[src/rtl/kf_au_pkg.sv]
// Shared definitions for the Kalman-filter arithmetic-unit command path:
// data format, AU op encodings, driver FSM states and saturation constant.
package kf_au_pkg;

    // S9.14 sign-magnitude data word
    localparam int unsigned W    = 24;
    localparam int unsigned FRAC = 14;

    // AU op_sel / mul_y_sel encodings
    localparam logic [1:0] OP_DIV     = 2'b11;
    localparam logic [1:0] YSEL_RECIP = 2'b10;

    // Largest magnitude representable; sign bit is supplied separately
    localparam logic [W-2:0] SAT_MAG = {(W - 1){1'b1}};

    typedef enum logic [1:0] {
        StIdle,
        StIssue,
        StWait,
        StResp
    } au_drv_state_e;

    // Division whose divisor magnitude is zero (either sign of zero)
    function automatic logic is_div_zero(input logic [1:0]   op,
                                         input logic [1:0]   ysel,
                                         input logic [W-1:0] s);
        return (op == OP_DIV) && (ysel == YSEL_RECIP) && (s[W-2:0] == '0);
    endfunction

endpackage

[src/rtl/au_cmd_driver_if.sv]
// Bundle of the command, AU and response ports of au_cmd_driver.
// master: the driver itself. slave: the surrounding sequencer/AU side.
interface au_cmd_driver_if #(
    parameter int unsigned W     = kf_au_pkg::W,
    parameter int unsigned TAG_W = 4
);

    // Command port (sequencer -> driver)
    logic             cmd_valid;
    logic             cmd_ready;
    logic [1:0]       cmd_op;
    logic [1:0]       cmd_ysel;
    logic [W-1:0]     cmd_r;
    logic [W-1:0]     cmd_s;
    logic [W-1:0]     cmd_imm;
    logic [TAG_W-1:0] cmd_tag;

    // AU start/done handshake
    logic             au_start;
    logic [W-1:0]     au_R;
    logic [W-1:0]     au_S;
    logic [W-1:0]     au_Iimm;
    logic [1:0]       au_op_sel;
    logic [1:0]       au_mul_y_sel;
    logic [W-1:0]     au_result;
    logic             au_done;
    logic             au_busy;

    // Response port (driver -> sequencer)
    logic             rsp_valid;
    logic             rsp_ready;
    logic [W-1:0]     rsp_data;
    logic [TAG_W-1:0] rsp_tag;
    logic             rsp_err;

    modport master (
        input  cmd_valid, cmd_op, cmd_ysel, cmd_r, cmd_s, cmd_imm, cmd_tag,
        input  au_result, au_done, au_busy,
        input  rsp_ready,
        output cmd_ready,
        output au_start, au_R, au_S, au_Iimm, au_op_sel, au_mul_y_sel,
        output rsp_valid, rsp_data, rsp_tag, rsp_err
    );

    modport slave (
        output cmd_valid, cmd_op, cmd_ysel, cmd_r, cmd_s, cmd_imm, cmd_tag,
        output au_result, au_done, au_busy,
        output rsp_ready,
        input  cmd_ready,
        input  au_start, au_R, au_S, au_Iimm, au_op_sel, au_mul_y_sel,
        input  rsp_valid, rsp_data, rsp_tag, rsp_err
    );

endinterface

[src/rtl/au_cmd_driver.sv]
// Initiator side of the AU start/done handshake. Takes one command at a time,
// holds its operands on the AU inputs, pulses start, waits for done with a
// timeout and returns the result with the command tag.
// Optional feature: define AU_DRV_DIVZERO_CHECK_EN to answer divide-by-zero
// commands locally with a saturated, error-flagged result and no AU start.
module au_cmd_driver
    import kf_au_pkg::*;
#(
    parameter int unsigned TIMEOUT = 100
) (
    input logic             clk,
    input logic             rst_n,
    au_cmd_driver_if.master bus
);

    // Counter must be able to hold TIMEOUT itself
    localparam int unsigned CntW = (TIMEOUT > 0) ? $clog2(TIMEOUT + 1) : 1;
    localparam logic [CntW-1:0] CntLast = CntW'(TIMEOUT);

    au_drv_state_e   state_q;
    logic [CntW-1:0] wait_cnt_q;

    // Handshake outputs decoded from state; start also honours a busy AU
    always_comb begin
        bus.cmd_ready = (state_q == StIdle);
        bus.rsp_valid = (state_q == StResp);
        bus.au_start  = (state_q == StIssue) && !bus.au_busy;
    end

    // FSM, timeout counter and all registered outputs
    always_ff @(posedge clk or negedge rst_n) begin
        if (!rst_n) begin
            state_q          <= StIdle;
            wait_cnt_q       <= '0;
            bus.au_R         <= '0;
            bus.au_S         <= '0;
            bus.au_Iimm      <= '0;
            bus.au_op_sel    <= '0;
            bus.au_mul_y_sel <= '0;
            bus.rsp_data     <= '0;
            bus.rsp_tag      <= '0;
            bus.rsp_err      <= 1'b0;
        end else begin
            unique case (state_q)
                StIdle: begin
                    if (bus.cmd_valid) begin
                        bus.au_R         <= bus.cmd_r;
                        bus.au_S         <= bus.cmd_s;
                        bus.au_Iimm      <= bus.cmd_imm;
                        bus.au_op_sel    <= bus.cmd_op;
                        bus.au_mul_y_sel <= bus.cmd_ysel;
                        bus.rsp_tag      <= bus.cmd_tag;
`ifdef AU_DRV_DIVZERO_CHECK_EN
                        if (is_div_zero(bus.cmd_op, bus.cmd_ysel, bus.cmd_s)) begin
                            // Saturate with the dividend's sign, never bother the AU
                            bus.rsp_data <= {bus.cmd_r[W-1], SAT_MAG};
                            bus.rsp_err  <= 1'b1;
                            state_q      <= StResp;
                        end else begin
                            state_q <= StIssue;
                        end
`else
                        state_q <= StIssue;
`endif
                    end
                end
                StIssue: begin
                    // Start is visible combinationally this cycle when not busy
                    if (!bus.au_busy) begin
                        wait_cnt_q <= '0;
                        state_q    <= StWait;
                    end
                end
                StWait: begin
                    // done wins over timeout in the final counted cycle
                    if (bus.au_done) begin
                        bus.rsp_data <= bus.au_result;
                        bus.rsp_err  <= 1'b0;
                        state_q      <= StResp;
                    end else if (wait_cnt_q == CntLast) begin
                        bus.rsp_data <= '0;
                        bus.rsp_err  <= 1'b1;
                        state_q      <= StResp;
                    end else begin
                        wait_cnt_q <= wait_cnt_q + CntW'(1);
                    end
                end
                StResp: begin
                    if (bus.rsp_ready) begin
                        state_q <= StIdle;
                    end
                end
                default: state_q <= StIdle;
            endcase
        end
    end

endmodule

[src/flat_wrapper.sv]
// flat-port wrapper written by rule: the top's interface ports become plain ports
module au_cmd_driver_flat import kf_au_pkg::*;
#(
    parameter int unsigned TIMEOUT = 100
)
  (clk, rst_n, bus_cmd_valid, bus_cmd_op, bus_cmd_ysel, bus_cmd_r, bus_cmd_s, bus_cmd_imm, bus_cmd_tag, bus_au_result, bus_au_done, bus_au_busy, bus_rsp_ready, bus_cmd_ready, bus_au_start, bus_au_R, bus_au_S, bus_au_Iimm, bus_au_op_sel, bus_au_mul_y_sel, bus_rsp_valid, bus_rsp_data, bus_rsp_tag, bus_rsp_err);
  au_cmd_driver_if #(.W(W), .TAG_W((4))) bus_i ();
  input logic clk;
  input logic rst_n;
  input wire logic [$bits(bus_i.cmd_valid)-1:0] bus_cmd_valid;
  input wire logic [$bits(bus_i.cmd_op)-1:0] bus_cmd_op;
  input wire logic [$bits(bus_i.cmd_ysel)-1:0] bus_cmd_ysel;
  input wire logic [$bits(bus_i.cmd_r)-1:0] bus_cmd_r;
  input wire logic [$bits(bus_i.cmd_s)-1:0] bus_cmd_s;
  input wire logic [$bits(bus_i.cmd_imm)-1:0] bus_cmd_imm;
  input wire logic [$bits(bus_i.cmd_tag)-1:0] bus_cmd_tag;
  input wire logic [$bits(bus_i.au_result)-1:0] bus_au_result;
  input wire logic [$bits(bus_i.au_done)-1:0] bus_au_done;
  input wire logic [$bits(bus_i.au_busy)-1:0] bus_au_busy;
  input wire logic [$bits(bus_i.rsp_ready)-1:0] bus_rsp_ready;
  output wire logic [$bits(bus_i.cmd_ready)-1:0] bus_cmd_ready;
  output wire logic [$bits(bus_i.au_start)-1:0] bus_au_start;
  output wire logic [$bits(bus_i.au_R)-1:0] bus_au_R;
  output wire logic [$bits(bus_i.au_S)-1:0] bus_au_S;
  output wire logic [$bits(bus_i.au_Iimm)-1:0] bus_au_Iimm;
  output wire logic [$bits(bus_i.au_op_sel)-1:0] bus_au_op_sel;
  output wire logic [$bits(bus_i.au_mul_y_sel)-1:0] bus_au_mul_y_sel;
  output wire logic [$bits(bus_i.rsp_valid)-1:0] bus_rsp_valid;
  output wire logic [$bits(bus_i.rsp_data)-1:0] bus_rsp_data;
  output wire logic [$bits(bus_i.rsp_tag)-1:0] bus_rsp_tag;
  output wire logic [$bits(bus_i.rsp_err)-1:0] bus_rsp_err;
  assign bus_i.cmd_valid = bus_cmd_valid;
  assign bus_i.cmd_op = bus_cmd_op;
  assign bus_i.cmd_ysel = bus_cmd_ysel;
  assign bus_i.cmd_r = bus_cmd_r;
  assign bus_i.cmd_s = bus_cmd_s;
  assign bus_i.cmd_imm = bus_cmd_imm;
  assign bus_i.cmd_tag = bus_cmd_tag;
  assign bus_i.au_result = bus_au_result;
  assign bus_i.au_done = bus_au_done;
  assign bus_i.au_busy = bus_au_busy;
  assign bus_i.rsp_ready = bus_rsp_ready;
  assign bus_cmd_ready = bus_i.cmd_ready;
  assign bus_au_start = bus_i.au_start;
  assign bus_au_R = bus_i.au_R;
  assign bus_au_S = bus_i.au_S;
  assign bus_au_Iimm = bus_i.au_Iimm;
  assign bus_au_op_sel = bus_i.au_op_sel;
  assign bus_au_mul_y_sel = bus_i.au_mul_y_sel;
  assign bus_rsp_valid = bus_i.rsp_valid;
  assign bus_rsp_data = bus_i.rsp_data;
  assign bus_rsp_tag = bus_i.rsp_tag;
  assign bus_rsp_err = bus_i.rsp_err;
  au_cmd_driver #(.TIMEOUT(TIMEOUT)) u_core (.clk(clk), .rst_n(rst_n), .bus(bus_i));
endmodule
[config.mk]
export PLATFORM = sky130hd
export DESIGN_NAME = au_cmd_driver_flat
export DESIGN_NICKNAME = d
export VERILOG_FILES = /design/src/rtl/kf_au_pkg.sv /design/src/rtl/au_cmd_driver_if.sv /design/src/rtl/au_cmd_driver.sv /design/src/flat_wrapper.sv
export SDC_FILE = /design/constraint.sdc
export NUM_CORES = 1
export LEC_CHECK = 0
export ABC_AREA = 1
export BUFFER_PORTS_ARGS = -buffer_cell sky130_fd_sc_hd__buf_4
export CAP_MARGIN = 15
export CORE_MARGIN = 2
export CORE_UTILIZATION = 46
export DETAILED_ROUTE_END_ITERATION = 7
export HOLD_SLACK_MARGIN = 0.05
export PLACE_DENSITY = 0.84
export RECOVER_POWER = 100
export SYNTH_ARGS = -nofsm -noshare
export SYNTH_HDL_FRONTEND = slang
export SYNTH_SLANG_ARGS = --single-unit
[constraint.sdc]
create_clock -name clk -period 1.8 [get_ports clk]
set_input_delay 0.54 -clock clk [delete_from_list [all_inputs] [get_ports clk]]
set_output_delay 0.54 -clock clk [all_outputs]
set_load 0.02 [all_outputs]
### Yosys cells after proc, flatten, opt, wreduce, memory -nomap -nowiden

Cells that the tools add are included.

* $add $sub $neg: 1
* reductions and logical operators: 9
* muxes and demuxes: 14
* equality and inequality tests: 10

Operators by type and width (number)
* $mux 24: 2
* $mux 7: 3
* $pmux 7 s2: 1
* $mux 2: 5
* $ne 2x2->1 const B: 5
* $pmux 2 s4: 1
* $reduce_and 4->1: 2
* $add 7x1->7 const B: 1
* $eq 7x7->1 const B: 1
* $eq 2x2->1 const B: 2
* $reduce_and 2->1: 2
* $reduce_bool 2->1: 2
* $ne 3x2->1 const B: 1
* $eq 2x1->1 const B: 1
* $logic_not 2->1: 1
* $mux 1: 2
* $logic_and 1x1->1: 1
* $logic_not 1->1: 1

* bits in registers: 114
* word-level logic and storage cells: 44

### Longest topological paths before layout

Gate-level depths: netlist of the first run.

* depth after elaboration: 4
* mapped depth: 10

### Worst setup path after synthesis of the first run

No wires, ideal clock.

* path type: register to register
* start point: register u_core.state_q[0]
* end point: register u_core.bus.au_Iimm[0]
* arrival: 1.451 ns
* setup time: 0.125 ns
* clock period less this slack: 1.576 ns
* path buffers: 1
* stages on the path, launching flop included: 6
* setup slack: 0.224 ns
* path through: dfrtp_1 -> inv_1 -> ha_1 -> nand2_1 -> buf_2 -> mux2_2

* word-level cells in the longest chain between the ends: 2

Ends and longest elaborated chain
* start: declaration: line au_cmd_driver.sv:20 `au_drv_state_e state_q;`
* start signal: assignment: line au_cmd_driver.sv:33 `state_q <= StIdle;`
* start signal: assignment: line au_cmd_driver.sv:63 `state_q <= StIssue;`
* start signal: assignment: line au_cmd_driver.sv:71 `state_q <= StWait;`
* $logic_not 2->1
* via bus_cmd_ready: line flat_wrapper.sv:21 `output wire logic [$bits(bus_i.cmd_ready)-1:0] bus_cmd_ready;`
* $reduce_and 2->1 (no line)
* end signal: assignment: line au_cmd_driver.sv:49 `bus.au_Iimm <= bus.cmd_imm;`
* end: declaration: line au_cmd_driver_if.sv:41 `output au_start, au_R, au_S, au_Iimm, au_op_sel, au_mul_y_sel,`

The timed path passes the listed nets, and every way through them passes these cells.
A chain may end at the register's enable or synchronous reset.

### Worst setup path after layout of the first run

* start point: register u_core.state_q[1]
* end point: output bus_au_start

* word-level cells in the longest chain between the ends: 2

Ends and longest elaborated chain
* $eq 2x1->1: line au_cmd_driver.sv:27 `bus.au_start = (state_q == StIssue) && !bus.au_busy;`
* $logic_and 1x1->1: line au_cmd_driver.sv:27
* end: declaration: line flat_wrapper.sv:22 `output wire logic [$bits(bus_i.au_start)-1:0] bus_au_start;`

No other way between the ends.

==> results, run 1 <==
- The depth of the CTS H-tree is 4.
- The floorplan step defined a die boundary enclosing ~11,000 um2.
- Clock-pin slew was measured on the worst setup and hold paths at 0.06 ns.
- Setup slack on the critical path of the routed design comes to -0.116 ns.
- The part of the Yosys area used for sequential elements is 0.618.
- The largest net degree at the start of global routing is 64.
- By count the netlist is led by sky130_fd_sc_hd__dfrtp_1 (114), sky130_fd_sc_hd__mux2_2 (80), sky130_fd_sc_hd__nand2_1 (78).
- In this run the standard cell core region covers approximately 9800 um2.
- The data required time at the worst endpoint is about 1.3 ns.
- The biggest area consumer among synthesized cells is sky130_fd_sc_hd__dfrtp_1.
- The peak ir drop on the vdd network is 0.00113 V.
- The mapped netlist covers 4610 um2.
- The residual overflow from global routing is 0.
- The number of violations reported at the end of detailed-routing iteration 0 is between 100 and 150.
- The actual transition at the worst max-transition pin is 0.874 ns.
- The number of distinct library cells after synthesis is 21.
- Summing all flip-flop and latch instances after layout gives 2850 um2.
- The worst clock skew is 0.00897 ns.
- Based on the critical path, the design can be clocked at up to 522 MHz.
- Across all hold checks on the routed design, the worst slack comes to ~0.25 ns.
- The final max-slew violation count is 0.
- The number of synthesis warnings is 0.
- The detailed router placed between 3,000 and 4,000 vias in this run.
- In this run the tightest slew margin relative to its limit is 0.418.
- The residual antenna-violating net count after detailed routing is 0.
- With fillers left out, the area of the finished cells amounts to 6630 um2.
- The pre-CTS setup slack is a little over 0.2 ns.
- The overall power after layout is around 0.013 W.
- The number of antenna violations at the first check in global routing was 0.
- The clock passes through at most 2 buffers.
- In the routed layout, each cell is associated on average with a via count of 4.95.
- For this run, asynchronously set or reset flops after synthesis account for 1.00.
- CTS saw between 100 and 150 sinks.
- The layout has about 790 filler cells.
- The placed instances occupy a cell area of roughly 6400 um2.
- The y dimension of the die is about 100 um.
- The count of flip-flops with a built-in enable after synthesis is 0.
- The worst setup path is of the register to output port kind.
- In the global route stage, overall resource usage came out at 0.243.
- The min-delay analysis places its worst path in the category input pin to register.
- The via count of the first global-routing pass was ~4,000.
- Of the cells placed in the final design, the portion with a size suffix greater than 1 is 0.422.
- The hold violation total from the final report is 0.
- The run finished, with violations left.
- The synthesized area divided by synthesized cell count is 12.4 um2.
- The kind of start point of the critical path is a register.
- At the end of routability-driven placement, the weighted congestion stood at a little over 0.8.
- The total nets after synthesis is 488.
- Yosys instantiated no cell more often than sky130_fd_sc_hd__dfrtp_1.
- The post-synthesis to final-layout area growth is 43.7%.
- The antenna diode count is 0.
- The core utilization of the finished layout is 0.679.
- Buffers placed on the I/O ports in this run total between 200 and 250.
- Data on the critical path arrives at its endpoint at 1.38 ns.
- The iteration count of the initial detailed-routing pass is 4.
- The TritonCTS clock tree is built.
- The global-route wire length before repair is a little over 20,000 um.
- After layout, the minimum clock period comes to 1.92 ns.
- The die is 104 um wide.
- The floorplan has 36 rows.
- Max-cap violations in this run came to 0.
- The multi-input combinational cells in the finished layout cover a total of 1630 um2.
- Of the post-synthesis cell area, the dominant cell type holds 0.618.
- For this configuration, the core starts out at a cell density of 0.472.
- The final setup violation count is 3.
- Wires add up to roughly 13,000 um.
- STA classifies the critical path endpoint as an output port.
- The tree is rooted in a sky130_fd_sc_hd__clkbuf_8.
- In this run the static leakage power is 3.16 nW.
- For this run, design rule violations remaining after detail routing come to 0.
- The CTS buffer count is 17.
- By area the synthesized netlist is led by sky130_fd_sc_hd__dfrtp_1 (62%), sky130_fd_sc_hd__mux2_2 (20%), sky130_fd_sc_hd__nand2_1 (6.3%).
- The post-synthesis register bit count is 114.
- The maximum fanout count along the critical path is 2.
- The most used flip-flop cell after synthesis is sky130_fd_sc_hd__dfrtp_1.
- In the synthesized netlist, the number of instances is 372.
- The post-DP HPWL is 9070 um.
- The final clock period utilization by the worst path is 1.06.
- The power per standard cell area is roughly 2000 nW/um2.
- At the end of the flow, the number of nets in the layout was slightly above 700.
- Setup repair after global routing could not meet its margin everywhere.
- In the final routed layout, each cell accounts on average for 17.0 um.
- The top-level I/O count is 218.
- The checks that failed: setup timing.
- The insertion delay to the later sink of the worst-skew pair is 0.51 ns.
metal layers:
metal | part of all wire | wire length [um] | global-route usage | vias up
met4 | 0.030 | 386 | 0.122 | 0
met5 | 0 | 0 | 0 | -
li1 | - | - | - | 1716
met1 | 0.38 | 4790 | 0.270 | 1800
met2 | 0.54 | 6850 | 0.432 | 163
met3 | 0.055 | 706 | 0.0608 | 27
layout by cell type (no fill, tap or decap):
master and instances:
sky130_fd_sc_hd__o21ai_1 2, sky130_fd_sc_hd__nand2_2 7, sky130_fd_sc_hd__buf_6 3, sky130_fd_sc_hd__inv_2 3, sky130_fd_sc_hd__nand3_1 32, sky130_fd_sc_hd__clkbuf_4 2, sky130_fd_sc_hd__clkinvlp_4 4, sky130_fd_sc_hd__inv_1 9
sky130_fd_sc_hd__nor2_2 2, sky130_fd_sc_hd__dfrtp_2 1, sky130_fd_sc_hd__dfrtp_1 113, sky130_fd_sc_hd__bufinv_16 1, sky130_fd_sc_hd__o21bai_1 1, sky130_fd_sc_hd__nand4_1 1, sky130_fd_sc_hd__inv_6 1, sky130_fd_sc_hd__buf_12 3
sky130_fd_sc_hd__nand2_1 78, sky130_fd_sc_hd__clkinv_2 5, sky130_fd_sc_hd__ha_4 2, sky130_fd_sc_hd__nor2_1 7, sky130_fd_sc_hd__clkbuf_16 16, sky130_fd_sc_hd__clkbuf_1 98, sky130_fd_sc_hd__clkinv_4 2, sky130_fd_sc_hd__nand2_4 1
sky130_fd_sc_hd__buf_4 113, sky130_fd_sc_hd__buf_2 1, sky130_fd_sc_hd__clkbuf_2 9, sky130_fd_sc_hd__clkbuf_8 3, sky130_fd_sc_hd__ha_2 1, sky130_fd_sc_hd__ha_1 3, sky130_fd_sc_hd__dlygate4sd3_1 1, sky130_fd_sc_hd__a21oi_1 3
sky130_fd_sc_hd__o21ai_0 7, sky130_fd_sc_hd__nor3_1 1, sky130_fd_sc_hd__mux2_2 80
registers in the layout, indices dropped and copies added (netlist names):
| signal | flops |
|---|---|
| u_core.bus.au_Iimm | 24 |
| u_core.bus.au_R | 24 |
| u_core.bus.au_S | 24 |
| u_core.bus.rsp_data | 24 |
| u_core.wait_cnt_q | 7 |
| u_core.bus.rsp_tag | 4 |
| u_core.bus.au_mul_y_sel | 2 |
| u_core.bus.au_op_sel | 2 |
| u_core.state_q | 2 |
| u_core.bus.rsp_err | 1 |
through the flow:
step | cells | TNS, ns
2_1_floorplan | 372 | 0
3_3_place_gp | 713 | 0
3_5_place_dp | 713 | 0
4_1_cts | 749 | -0.388
5_1_grt | 749 | -2.63
6_report | 749 | -0.312
area by class of cell:
cell class | count | share of cell area
tap | 133 | 0.0251
inverter | 12 | 0.00679
clock inverter | 13 | 0.0168
multi-input combinational | 228 | 0.246
timing repair buffer | 230 | 0.209
clock buffer | 19 | 0.0666
sequential | 114 | 0.430
where the power goes:
group	internal [W]	switching [W]	leakage [nW]	total (W)
logic	0.00204	0.00336	1.51	0.00539
clock network	0.00189	0.00121	0.266	0.00310
registers	0.00380	0.000689	1.38	0.00449
total	0.00773	0.00525	3.16	0.0130
cells by family after synthesis:
logic type | synth area share
adder cells (fa/ha/maj) | 0.0163
AO/OA/AOI/OAI | 0.0146
multiplexers | 0.195
AND/OR/NAND/NOR | 0.121
buffers and inverters | 0.0342
flip-flops | 0.618
worst max-delay path, stage by stage (launching register included):
cell and delay [ns]:
sky130_fd_sc_hd__dfrtp_1 0.39, sky130_fd_sc_hd__inv_2 0.09, sky130_fd_sc_hd__ha_4 0.13, sky130_fd_sc_hd__inv_2 0.04
sky130_fd_sc_hd__nor2_2 0.09, sky130_fd_sc_hd__buf_6 0.13
final timing paths:
| path | cells after the start | startpoint | slack [ns] | endpoint |
|---|---|---|---|---|
| min | 2 | bus_cmd_r[5] | 0.25 | u_core.bus.au_R[5] |
| max in group asynchronous | 3 | rst_n | 0.28 | u_core.state_q[0] |
| max reg2reg | 7 | u_core.state_q[1] | 0.03 | u_core.bus.au_R[1] |
| max | 5 | u_core.state_q[1] | -0.12 | bus_au_start |
| min in group asynchronous | 2 | rst_n | 0.36 | u_core.bus.au_Iimm[16] |
| min reg2reg | 2 | u_core.bus.rsp_data[22] | 0.47 | u_core.bus.rsp_data[22] |
what timing repair did:
item | CTS | global route
buffers inserted | 3 | 0
gates cloned | 0 | 0
endpoints found under the setup margin | 3 | 3
resized for setup | 12 | 1
pin swaps | 2 | 1
hold buffers | 1 | 0
endpoints found under the hold margin | 51 | 0
No activity file was read; power rests on OpenSTA's default activity.
==> run 2, diff against run 1 <==
Settings changed: CELL_PAD_IN_SITES_DETAIL_PLACEMENT set to 0, CELL_PAD_IN_SITES_GLOBAL_PLACEMENT set to 1, CORE_UTILIZATION 46 to 35, PLACE_DENSITY 0.84 to 0.85.
==> run 2 against run 1 <==
The flow still finishes with violations (setup timing). Utilization is 16 points lower. Combinational power shrank 3%. Sequential share of layout area increased by 0.17 points. Global-route usage decreased by 7.3 points. Cell count grew 5.1%. Hold slack gained 0.11 ns. Sequential power down 1%. Non-clock buffer count unchanged. Critical path depth stayed put. Wire length decreased by 8.0%. Die area up 30%. Clock power fell by 5%. Critical path type unchanged. Critical endpoint unchanged.
==> results, run 2 (synthesized netlist as in run 1, its figures left out) <==
- The flow ran to the end, but the final reports show violations.
- The final reports fail on setup timing.
- The final max-slew violation count was 0 (unchanged).
- The final-layout setup total negative slack is -0.0104 ns (+0.302 ns).
- The largest net degree at the start of global routing came to 48 (-25%).
- The number of violations reported at the end of detailed-routing iteration 0 is 144 (+11%).
- In the layout the commonest cells are sky130_fd_sc_hd__buf_4 (113), sky130_fd_sc_hd__dfrtp_1 (113), sky130_fd_sc_hd__clkbuf_1 (111), sky130_fd_sc_hd__nand2_1 (83), sky130_fd_sc_hd__mux2_2 (80).
- The residual antenna-violating net count after detailed routing is 0 (unchanged).
- In this run the top signal layer used is met4.
- The die footprint is 14,100 um2 (+30%).
- The number of design rule violations left after detail routing is 0 (unchanged).
- The number of antenna violations at the first check in global routing is 0 (unchanged).
- The setup slack of the critical path after layout is -0.00744 ns (+0.108 ns).
- The peak ir drop on the vdd network is 0.00105 V (-6.9%).
- Compared with the post-synthesis result, the final layout area differs by 43.2%.
- The antenna diode count is 0 (unchanged).
- The worst max-slew margin expressed relative to the limit came to 0.595 (+0.177).
- The residual overflow from global routing is 0 (unchanged).
- The number of buffer cells added on primary ports is 217 (unchanged).
- The depth of the CTS H-tree is 4 (unchanged).
- The pre-CTS setup slack is 0.186 ns (-0.0179 ns).
- The maximum achievable frequency was 553 MHz (+6.0%).
- The global-route wire length before repair is 18,700 um (-8.2%).
- The share of post-route cells with drive strength above 1 came to 0.392 (-0.0302).
- The leakage power figure is 3.12 nW (-1.1%).
- The number of filler instances in the final layout is 1,221 (+54%).
- The number of max-cap violations is 0 (unchanged).
- The count of placed standard cells including taps is 752 (+5.5%).
- TritonCTS built the clock tree.
- The actual transition at the worst max-transition pin is 0.608 ns (-0.266 ns).
- The data required time at the worst endpoint is 1.26 ns (about the same).
- The clock period minus final worst setup slack is 1.81 ns (-0.108 ns).
- The area inside the core boundary is 12,700 um2 (+30%).
- The worst clock skew came to 0.00832 ns (-0.000651 ns).
- The average wire per cell in the routed design is 14.9 um (-12%).
- The y dimension of the die is 119 um (+14%).
- The critical path start-end classification is register to output port.
- The post-DP HPWL came to 8720 um (-3.9%).
- The sink count of the clock tree was 114 (unchanged).
- The CTS buffer count is 17 (unchanged).
- The total length of routed met3 wires is 677 um (-4.1%).
- The met2 routed wirelength is 6300 um (-8.1%).
- The power per standard cell area was 1910 nW/um2 (-2.5%).
- The maximum fanout count along the critical path was 2 (unchanged).
- The worst hold margin is 0.363 ns (+0.110 ns).
- The via density per instance is 4.53 (-8.4%).
- The final clock period utilization by the worst path is 1.00 (-0.0602).
- The starting density of the core is 0.363 (-0.109).
- The tree is rooted in a sky130_fd_sc_hd__clkbuf_16.
- The top-level I/O count is 218 (unchanged).
- The via count of the first global-routing pass is 3,707 (-6.0%).
- The post-route met1 wirelength is 4500 um (-6.1%).
- The cell area reported after detailed placement was 6470 um2 (+0.56%).
- The total length of routed wires is 11,700 um (-8.0%).
- The insertion delay to the later sink of the worst-skew pair was 0.41 ns (-0.10 ns).
- The hold violation total from the final report is 0 (unchanged).
- The final setup violation count was 2 (-1).
- The overall via count from detail_route was 3,566 (-3.8%).
- The number of core rows came to 41 (+14%).
- The total non-filler cell area in the finished layout was 6610 um2 (-0.40%).
- The number of cells in the finished layout apart from fillers is 787 (+5.1%).
- Setup repair after global routing could not meet its margin everywhere.
- The kind of start point of the critical path is a register.
- The final weighted congestion of routability-driven global placement came to 0.751 (-8.8%).
- The die span in x is 119 um (+14%).
- The iteration count of the initial detailed-routing pass came to 4 (unchanged).
- The net count of the finished layout is 719 (unchanged).
- The all-layer global routing usage is 0.170 (-0.0727).
- The worst setup path is captured at an output port.
- The post-CTS clock slew at the launch and capture registers of the worst setup and hold paths is 0.05 ns (about the same).
- The buffer levels on the longest clock path is 2 (unchanged).
- The critical path arrival was 1.27 ns (-0.11 ns).
- The worst hold-check path type is input pin to register.
## run 2: changes by cell type in the layout (fill, tap and decap cells not counted), sizes merged
cell | previous run | this run
clkinvlp | 4 | 0
buf | 120 | 118
clkinv | 7 | 6
bufinv | 1 | 0
clkbuf | 128 | 136
inv | 13 | 12
## run 2: where the power goes
| part | leakage (nW) | switching, W | internal (W) |
|---|---|---|---|
| sequential | 1.38 | 0.000637 | 0.00380 |
| combinational | 1.48 | 0.00327 | 0.00196 |
| clock | 0.266 | 0.00107 | 0.00188 |
## run 2: area by class of cell
type / count / area [um2] / area share
Multi-Input combinational cell: 228 / 1620 / 0.245
Timing Repair Buffer: 230 / 1350 / 0.204
Clock buffer: 25 / 495 / 0.0750
Tap cell: 172 / 215 / 0.0326
Sequential cell: 114 / 2850 / 0.432
Clock inverter: 6 / 30.0 / 0.00455
Inverter: 12 / 45.0 / 0.00682
## run 2: critical path: stages (launching register included)
cell	delay [ns]
sky130_fd_sc_hd__dfrtp_1	0.39
sky130_fd_sc_hd__inv_2	0.08
sky130_fd_sc_hd__ha_4	0.13
sky130_fd_sc_hd__inv_2	0.04
sky130_fd_sc_hd__nor2_1	0.08
sky130_fd_sc_hd__buf_4	0.14
## run 2: repair_timing
item,CTS,global route
hold buffers,1,0
setup endpoints to repair,2,3
pin swaps,2,1
gates resized for setup,11,0
buffers inserted,3,0
hold endpoints to repair,20,0
## run 2: routing by layer
layer | vias to the layer above | GRT usage
met4 | 0 | 0.0729
met5 | - | 0
met2 | 122 | 0.301
met1 | 1711 | 0.185
li1 | 1711 | -
met3 | 22 | 0.0575
## run 2: path summary, 6_finish.rpt
kind / startpoint / endpoint / depth (start not counted) / slack [ns]
max: u_core.state_q[1] / bus_au_start / 5 / -0.007
min: bus_cmd_s[21] / u_core.bus.au_S[21] / 2 / 0.36
max reg2reg: u_core.state_q[1] / u_core.bus.au_R[15] / 7 / 0.04
min reg2reg: u_core.bus.rsp_data[16] / u_core.bus.rsp_data[16] / 2 / 0.47
max in group asynchronous: rst_n / u_core.state_q[0] / 3 / 0.19
min in group asynchronous: rst_n / u_core.bus.au_Iimm[13] / 2 / 0.68
## run 2: metrics by stage
step                utilization  power, W
floorplan                     -   0.00799
global placement          0.509    0.0106
detailed placement        0.509    0.0107
CTS                       0.555    0.0139
global route              0.519    0.0134
finish                    0.519    0.0126
==> run 3, diff against run 2 <==
Settings changed: CTS_CLUSTER_SIZE set to 12, REMOVE_ABC_BUFFERS set to 1.
==> run 3 against run 2 <==
The run still ends with setup timing left. Combinational power grew 2%. Sequential share of layout area shrank 0.79 points. Wire length shrank 2.2%. First-iteration DRC count grew 10%. Clock-buffer cell count shrank 2. Maximum frequency is essentially flat. Sequential power is essentially flat. Largest power group unchanged. Clock skew grew 0.00099 ns. Die area is the same.
==> results, run 3 (synthesized netlist as in run 1, its figures left out) <==
- The run finished, with violations left.
- The final reports fail on setup timing.
- The met3 routing resource usage after global routing is 0.0551 (-0.00239).
- The dominant cell type by count on the critical path is sky130_fd_sc_hd__inv_2.
- The average wire per cell in the routed design was 14.5 um (-2.3%).
- The post-CTS clock slew at the launch and capture registers of the worst setup and hold paths was 0.05 ns (about the same).
- The maximum achievable frequency came to 553 MHz (about the same).
- The largest net degree at the start of global routing came to 55 (+15%).
- The overall via count from detail_route is 3,625 (+1.7%).
- The starting density of the core is 0.363 (unchanged).
- The number of core rows was 41 (unchanged).
- The sink count of the clock tree is 114 (unchanged).
- The maximum fanout count along the critical path came to 2 (unchanged).
- The register area is 2850 um2 (unchanged).
- The final setup violation count came to 1 (-1).
- The die span in x came to 119 um (unchanged).
- The residual antenna-violating net count after detailed routing is 0 (unchanged).
- The critical path start-end classification is register to output port.
- The final clock period utilization by the worst path is 1.00 (about the same).
- Leaving out fill and tap cells, the most frequent cell in the layout is sky130_fd_sc_hd__buf_4.
- The y dimension of the die is 119 um (unchanged).
- The all-layer global routing usage is 0.167 (-0.00266).
- The power per standard cell area is 1940 nW/um2 (+1.9%).
- The TritonCTS clock tree is built.
- Tracing the worst setup path back leads to its startpoint at u_core.state_q[1].
- The via count of the first global-routing pass came to 3,769 (+1.7%).
- The net count of the finished layout came to 719 (unchanged).
- The CTS buffer count came to 17 (unchanged).
- The pre-CTS setup slack was 0.118 ns (-0.0677 ns).
- The number of filler instances in the final layout is 1,203 (-1.5%).
- The final max-slew violation count is 0 (unchanged).
- The actual transition at the worst max-transition pin came to 0.719 ns (+0.111 ns).
- The top-level I/O count is 218 (unchanged).
- The highest-delay cell along the critical path is sky130_fd_sc_hd__dfrtp_1.
- The area inside the core boundary is 12,700 um2 (unchanged).
- The number of antenna violations at the first check in global routing is 0 (unchanged).
- Leaving out fill and tap cells, the most frequent cells in the layout are sky130_fd_sc_hd__buf_4 (116), sky130_fd_sc_hd__dfrtp_1 (113), sky130_fd_sc_hd__clkbuf_1 (107), sky130_fd_sc_hd__mux2_2 (80), sky130_fd_sc_hd__nand2_1 (77).
- Walking the worst path, the cells encountered are inv_2 > ha_4 > inv_2 > nor2_1 > buf_4.
- The master cell of the clock root buffer is sky130_fd_sc_hd__clkbuf_16.
- The via density per instance is 4.60 (+1.5%).
- In this run the critical register-to-register path is launched from u_core.state_q[1].
- The peak ir drop on the vdd network came to 0.000638 V (-39%).
- The hold violation total from the final report is 0 (unchanged).
- The final-layout setup total negative slack is -0.00749 ns (+0.00290 ns).
- The buffer levels on the longest clock path is 2 (unchanged).
- The antenna diode count is 0 (unchanged).
- The kind of start point of the critical path is a register.
- The setup slack of the worst register-to-register path is 0.12 ns (+0.08 ns).
- Setup repair after global routing could not meet its margin everywhere.
- The residual overflow from global routing is 0 (unchanged).
- The data required time at the worst endpoint was 1.26 ns (about the same).
- The number of violations reported at the end of detailed-routing iteration 0 is 159 (+10%).
- The post-DP HPWL was 8340 um (-4.4%).
- The path depth of the worst reg2reg path came to 7 (unchanged).
- The total length of routed wires is 11,500 um (-2.2%).
- The iteration count of the initial detailed-routing pass is 6 (+2).
- The tightest min-delay check is of the input pin to register type.
- The final weighted congestion of routability-driven global placement came to 0.753 (+0.27%).
- The depth of the CTS H-tree came to 4 (unchanged).
- The worst setup path is captured at an output port.
- The insertion delay to the later sink of the worst-skew pair is 0.40 ns (about the same).
- The global-route wire length before repair is 18,600 um (-0.34%).
- The endpoint of the most critical register-to-register path is u_core.bus.au_S[18].
- The footprint of the multi-input gates was 1640 um2 (+1.2%).
- The leakage power figure is 3.17 nW (+1.5%).
- The biggest cell delay along the critical path was 0.39 ns (about the same).
- The clock period minus final worst setup slack is 1.81 ns (+0.0000516 ns).
- The number of design rule violations left after detail routing came to 0 (unchanged).
- The number of buffer cells added on primary ports is 217 (unchanged).
- The global-route track usage on met2 is 0.277 (-0.0241).
- The busiest layer in global routing is met2.
- The setup slack of the critical path after layout is -0.00749 ns (-0.0000516 ns).
- The worst clock skew came to 0.00931 ns (+0.000985 ns).
- The met1 capacity usage during global routing came to 0.197 (+0.0117).
- The worst max-slew margin expressed relative to the limit is 0.521 (-0.0741).
- The die footprint is 14,100 um2 (unchanged).
- Following the worst setup path forward leads to its endpoint at bus_au_start.
- The share of post-route cells with drive strength above 1 is 0.409 (+0.0172).
- The post-synthesis to final-layout area growth is 45.8%.
- The number of max-cap violations is 0 (unchanged).
- The critical path arrival is 1.27 ns (about the same).
[run 3: cell types whose count changed in the layout (fill, tap and decap cells not counted), moves of 2 or more]
cell,previous run,this run
sky130_fd_sc_hd__nand2_1,83,77
sky130_fd_sc_hd__nand2_2,2,7
sky130_fd_sc_hd__clkbuf_1,111,107
sky130_fd_sc_hd__buf_4,113,116
sky130_fd_sc_hd__clkbuf_2,3,0
sky130_fd_sc_hd__buf_12,1,3
sky130_fd_sc_hd__bufinv_16,0,2
sky130_fd_sc_hd__clkinv_2,6,4
sky130_fd_sc_hd__clkinvlp_4,0,2
[run 3: area by class of cell]
type,instances,share of cell area
clock buffers,23,0.0725
clock inverters,9,0.0154
inverters,12,0.00669
multi-input cells,228,0.244
flip-flops and latches,114,0.424
well taps,172,0.0320
repair buffers,230,0.206
[run 3: what timing repair did]
action / in CTS / in global routing
gates resized for setup: 10 / 2
setup endpoints to repair: 2 / 6
endpoints found under the hold margin: 15 / 0
hold buffers: 1 / 0
pin swaps: 3 / 2
setup buffers: 4 / 1
[run 3: per-stage QoR]
stage / utilization / cell area [um2] / total power [W] / hold WS (ns) / instances
final: 0.529 / 6730 / 0.0131 / 0.359 / 788
after global routing: 0.529 / 6730 / 0.0139 / 0.348 / 788
after CTS: 0.561 / 7130 / 0.0142 / 0.336 / 787
after detailed placement: 0.508 / 6470 / 0.0107 / 0.434 / 750
after global placement: 0.508 / 6470 / 0.0105 / 0.436 / 750
after floorplan: - / 4500 / 0.00791 / 0.244 / 354
[run 3: layer usage]
layer  vias to the layer above  share of wire  wire length [um]
met5                         -              0                 0
met1                      1735           0.42              4800
met2                       155           0.49              5580
met3                        22          0.071               815
met4                         0          0.023               263
li1                       1713              -                 -
[run 3: power breakdown]
group / switching, W / internal [W]
Clock: 0.00111 / 0.00217
Sequential: 0.000647 / 0.00380
Combinational: 0.00330 / 0.00205
Total: 0.00505 / 0.00803
[run 3: worst min path at each step]
stage / from / slack, ns / to / cells after the start
floorplan: rst_n / 0.24 / u_core.bus.au_Iimm[0] / 0
global placement: rst_n / 0.44 / u_core.wait_cnt_q[6] / 1
detailed placement: rst_n / 0.43 / u_core.bus.rsp_data[5] / 1
CTS: bus_au_result[21] / 0.34 / u_core.bus.rsp_data[21] / 3
global route: bus_cmd_r[13] / 0.35 / u_core.bus.au_R[13] / 2
finish: bus_au_result[21] / 0.36 / u_core.bus.rsp_data[21] / 3
[run 3: worst max-delay path: cells and delay by family, from the launching register on]
| kind | cells | cell delay, ns |
|---|---|---|
| buf+inv | 3 | 0.27 |
| simple gates | 1 | 0.08 |
| flops | 1 | 0.39 |
| fa+ha+maj | 1 | 0.13 |
